File: src/rtl/vga_timing_gen.sv
// vga_timing_gen: parametrised raster timing generator (pixel divider, x/y counters, syncs, line/frame pulses).
// Define VGA_TIMING_FRAME_CNT_EN to build the completed-frame counter; otherwise frame_count is tied to 0.
module vga_timing_gen #(
    parameter int H_DISPLAY  = 640,
    parameter int H_FRONT    = 16,
    parameter int H_SYNC     = 96,
    parameter int H_BACK     = 48,
    parameter int V_DISPLAY  = 480,
    parameter int V_FRONT    = 10,
    parameter int V_SYNC     = 2,
    parameter int V_BACK     = 33,
    parameter int CLK_DIV    = 2,
    parameter bit H_SYNC_POL = 1'b0,
    parameter bit V_SYNC_POL = 1'b0,
    parameter int CNT_W      = 10,
    parameter int FRAME_W    = 16
) (
    input  logic               clk,
    input  logic               reset,
    input  logic               en,
    output logic               p_tick,
    output logic [CNT_W-1:0]   x,
    output logic [CNT_W-1:0]   y,
    output logic               video_on,
    output logic               hsync,
    output logic               vsync,
    output logic               line_start,
    output logic               frame_start,
    output logic [FRAME_W-1:0] frame_count
);
    localparam int H_TOTAL = H_DISPLAY + H_FRONT + H_SYNC + H_BACK;
    localparam int V_TOTAL = V_DISPLAY + V_FRONT + V_SYNC + V_BACK;
    localparam int DIV_W   = (CLK_DIV > 1) ? $clog2(CLK_DIV) : 1;
    localparam logic [DIV_W-1:0] DIV_LAST = DIV_W'(CLK_DIV - 1);
    localparam logic [CNT_W-1:0] H_LAST   = CNT_W'(H_TOTAL - 1);
    localparam logic [CNT_W-1:0] V_LAST   = CNT_W'(V_TOTAL - 1);
    localparam logic [CNT_W-1:0] H_VIS    = CNT_W'(H_DISPLAY);
    localparam logic [CNT_W-1:0] V_VIS    = CNT_W'(V_DISPLAY);
    localparam logic [CNT_W-1:0] HS_FIRST = CNT_W'(H_DISPLAY + H_FRONT);
    localparam logic [CNT_W-1:0] HS_LAST  = CNT_W'(H_DISPLAY + H_FRONT + H_SYNC - 1);
    localparam logic [CNT_W-1:0] VS_FIRST = CNT_W'(V_DISPLAY + V_FRONT);
    localparam logic [CNT_W-1:0] VS_LAST  = CNT_W'(V_DISPLAY + V_FRONT + V_SYNC - 1);

    if (CLK_DIV < 1 || H_DISPLAY < 1 || H_FRONT < 1 || H_SYNC < 1 || H_BACK < 1 ||
        V_DISPLAY < 1 || V_FRONT < 1 || V_SYNC < 1 || V_BACK < 1 ||
        H_TOTAL > (1 << CNT_W) || V_TOTAL > (1 << CNT_W)) begin : g_bad_params
        $error("vga_timing_gen: illegal timing parameters");
    end

    logic [DIV_W-1:0] div_cnt;
    logic [CNT_W-1:0] nx;
    logic [CNT_W-1:0] ny;
    logic             wrap_frame;

    // pixel enable and the coordinates the next pixel tick will load
    always_comb begin
        p_tick     = en && (div_cnt == DIV_LAST);
        nx         = (x == H_LAST) ? '0 : x + 1'b1;
        ny         = (x == H_LAST) ? ((y == V_LAST) ? '0 : y + 1'b1) : y;
        wrap_frame = p_tick && (nx == '0) && (ny == '0);
    end

    // divider, counters and decodes of the next x/y so outputs stay coherent with x/y
    always_ff @(posedge clk) begin
        if (!reset) begin
            div_cnt     <= '0;
            x           <= H_LAST;
            y           <= V_LAST;
            video_on    <= 1'b0;
            hsync       <= ~H_SYNC_POL;
            vsync       <= ~V_SYNC_POL;
            line_start  <= 1'b0;
            frame_start <= 1'b0;
        end else begin
            line_start  <= p_tick && (nx == '0);
            frame_start <= wrap_frame;
            if (p_tick) begin
                div_cnt  <= '0;
                x        <= nx;
                y        <= ny;
                video_on <= (nx < H_VIS) && (ny < V_VIS);
                hsync    <= (nx >= HS_FIRST && nx <= HS_LAST) ? H_SYNC_POL : ~H_SYNC_POL;
                vsync    <= (ny >= VS_FIRST && ny <= VS_LAST) ? V_SYNC_POL : ~V_SYNC_POL;
            end else if (en) begin
                div_cnt <= div_cnt + 1'b1;
            end
        end
    end

`ifdef VGA_TIMING_FRAME_CNT_EN
    // completed-frame counter, bumped together with frame_start
    always_ff @(posedge clk) begin
        if (!reset)
            frame_count <= '0;
        else if (wrap_frame)
            frame_count <= frame_count + 1'b1;
    end
`else
    assign frame_count = '0;
`endif
endmodule
File: config.mk
export PLATFORM = sky130hd
export DESIGN_NAME = vga_timing_gen
export DESIGN_NICKNAME = d
export VERILOG_FILES = /design/src/rtl/vga_timing_gen.sv
export SDC_FILE = /design/constraint.sdc
export NUM_CORES = 1
export LEC_CHECK = 0
export ABC_CLOCK_PERIOD_IN_PS = 3500
export BUFFER_PORTS_ARGS = -buffer_cell sky130_fd_sc_hd__clkbuf_2
export CAP_MARGIN = 30
export CELL_PAD_IN_SITES_DETAIL_PLACEMENT = 0
export CELL_PAD_IN_SITES_GLOBAL_PLACEMENT = 2
export CORE_AREA = 8 8 86 88
export CTS_CLUSTER_DIAMETER = 200
export DETAILED_ROUTE_END_ITERATION = 10
export DIE_AREA = 0 0 94 96
export GPL_TIMING_DRIVEN = 0
export PLACE_DENSITY = 0.83
export SYNTH_ARGS = -nofsm -noshare
export SYNTH_HDL_FRONTEND = slang
export SYNTH_SLANG_ARGS = --single-unit
File: constraint.sdc
create_clock -name clk -period 3.5 [get_ports clk]
set_input_delay 0.7 -clock clk [delete_from_list [all_inputs] [get_ports clk]]
set_output_delay 0.7 -clock clk [all_outputs]
set_load 0.02 [all_outputs]
==> out/metrics.cfg <==
[run_status]
status = complete, no violations

[cts]
clockBufferDepth = 2
cts_setup_buffers = 0
clock-sinks = 26
post_cts_resized = 0
clockRootBuffer = clkbuf_8
htree_levels = 1
clk_pin_slew_worst_paths_ns = 0.10
clkLatencyLatePin_ns = 0.28
cts.hold.buffers_added = 0
tritoncts = yes
cts_buffers = 3

[yosys]
ys_seq_area_frac = 0.272
ys_types = 53
ys_ff_latch = 26
async_reset_ff_frac = 0
netlist_area_um2 = 1910
ys.warnings.count = 0
avgSynthCellArea_um2 = 7.78
synth_edf_count = 0
synth_cells = 246
ys.flop_type = dfxtp_1

[sta]
final.setup.tns_ns = 0
timing.fmax_ghz = 0.366
tightest_slew_ns = 0.651
rsz0062_at_grt = no
hold_viol = 0
slew_headroom = 0.555
post-route-period-util = 0.780
fin_crit_ns = 2.73
finalClockSkew_ns = 0.00354
setup_viol = 0
slew_violations = 0
setup_slack_ns = 0.771

[drt]
wl_mm = 5.40
drc_errors = 0
drtAntennaViolNets = 0
vias = 1832
drt-vias-per-instance = 4.95
drtIter0Drc = 76
first_pass_iters = 4
routedWlPerCell_um = 14.6

[placement]
place_ws_ns = 0.758
dp.cells = 366
port_buffers = 28
globalplace.congestion = 0.850
dp_hpwl_mm = 4.12
dpl-instance-area_um2 = 2210

[global_route]
grt_pass1_vias = 1733
grt_overflow = 0
grt_pass1_wl_mm = 8.76
antenna_found_initial = 0
grt_max_degree = 15
track_usage = 0.122

[floorplan]
dieArea_um2 = 9020
io_pins = 45
fp-row-count = 29
start_util = 0.314
die_x_um = 94
coreArea_um2 = 6100
fp.dieH_um = 96

[cells_and_area]
drive_gt1_frac = 0.225
diodes = 0
fin_area_um2 = 2260
layout_commonest_cell = clkbuf_2
syn2layout_area_growth_pct = 18.2
fin_cells = 370
final_cell_mix = 28 x clkbuf_2, 26 x dfxtp_1, 25 x nand2_1
final_net_count = 302

[run]
max_cap_violations = 0

[setup_path]
worstPathRequired_ns = 3.70
crit_type = reg -> reg
cp-end-kind = flop
start_kind = flop
r2r_setup_slack_ns = 0.77
cp_max_fo = 10
cp.arrival_ns = 2.93

[pwr]
leakagePower_nw = 1.00
totalPowerFinal_mw = 0.837
power_density_nw_per_um2 = 370
worst_ir_drop_vdd_v = 0.000167

[min_path]
hp-class = reg -> reg

[worst max-delay path: stages, from the launching register on]
cell and delay (ns):
dfxtp_1 0.48, ha_1 0.32, nand3_4 0.13, nor4_1 0.59
clkbuf_1 0.52, a31oi_1 0.08, a31oi_1 0.19, nand4_1 0.13
a211oi_1 0.21
[state kept, by name, indices dropped and copies added, names as in the netlist]
signal,count
x,10
y,10
div_cnt,1
frame_start,1
hsync,1
line_start,1
video_on,1
vsync,1
[Yosys cell counts, types with 2 or more instances]
cell / instances / share of area
a211oi_1: 2 / 0.0078
a21boi_0: 4 / 0.016
a21oi_1: 9 / 0.024
a31oi_1: 4 / 0.013
a32o_1: 2 / 0.010
and2_1: 4 / 0.013
buf_2: 7 / 0.018
buf_4: 17 / 0.067
clkbuf_1: 9 / 0.018
dfxtp_1: 26 / 0.27
ha_1: 5 / 0.033
inv_1: 6 / 0.012
nand2_1: 25 / 0.049
nand2b_1: 5 / 0.016
nand3_1: 10 / 0.026
nand4_1: 6 / 0.020
nand4b_1: 2 / 0.0092
nor2_1: 17 / 0.033
nor2b_1: 3 / 0.0098
nor3_1: 7 / 0.018
nor4_1: 4 / 0.013
nor4_4: 2 / 0.022
o211ai_1: 4 / 0.016
o21a_1: 2 / 0.0078
o21ai_0: 14 / 0.037
o22ai_1: 2 / 0.0065
o311ai_0: 3 / 0.014
or2_2: 3 / 0.0098
or3_1: 4 / 0.013
or4_1: 3 / 0.012
xnor2_1: 5 / 0.023
xor2_1: 9 / 0.041
[worst paths after layout]
kind / start / end / cells after the start
max reg2reg: x[0] / frame_start / 8
min: vsync / vsync / 2
max: x[0] / frame_start / 8
min reg2reg: vsync / vsync / 2
[cells by family after synthesis]
| group | Yosys count | share of synthesized area |
|---|---|---|
| AND/OR/NAND/NOR | 103 | 0.309 |
| buffers and inverters | 40 | 0.116 |
| adder cells (fa/ha/maj) | 5 | 0.0327 |
| AO/OA/AOI/OAI | 57 | 0.204 |
| flip-flops | 26 | 0.272 |
| XOR/XNOR | 14 | 0.0641 |
| other | 1 | 0.00196 |
[metal layers]
| layer | global-route usage | vias up | wire length [µm] |
|---|---|---|---|
| li1 | - | 948 | - |
| met2 | 0.205 | 47 | 2470 |
| met1 | 0.156 | 833 | 2580 |
| met5 | 0 | - | 0 |
| met3 | 0.0179 | 4 | 292 |
| met4 | 0.0383 | 0 | 59 |
[report_power, final]
part / leakage [nW] / internal, mW / switching (mW) / total [mW]
Sequential: 0.211 / 0.309 / 0.0138 / 0.322
Clock: 0.0288 / 0.101 / 0.106 / 0.206
Combinational: 0.763 / 0.110 / 0.199 / 0.308
[final cells by class]
| type | instances | area, µm² |
|---|---|---|
| inverter | 7 | 26.3 |
| fill | 662 | 3830 |
| tap | 77 | 96.3 |
| timing repair buffer | 28 | 140 |
| clock buffer | 4 | 55.1 |
| sequential | 26 | 520 |
| buffer | 33 | 196 |
| multi-input combinational | 195 | 1230 |
[stage by stage]
stage / hold WS [ns] / util
2_1_floorplan: 0.558 / -
3_3_place_gp: 0.485 / 0.362
3_5_place_dp: 0.488 / 0.362
4_1_cts: 0.508 / 0.371
5_1_grt: 0.555 / 0.371
6_report: 0.501 / 0.371
(Power assumes the default switching activity.)
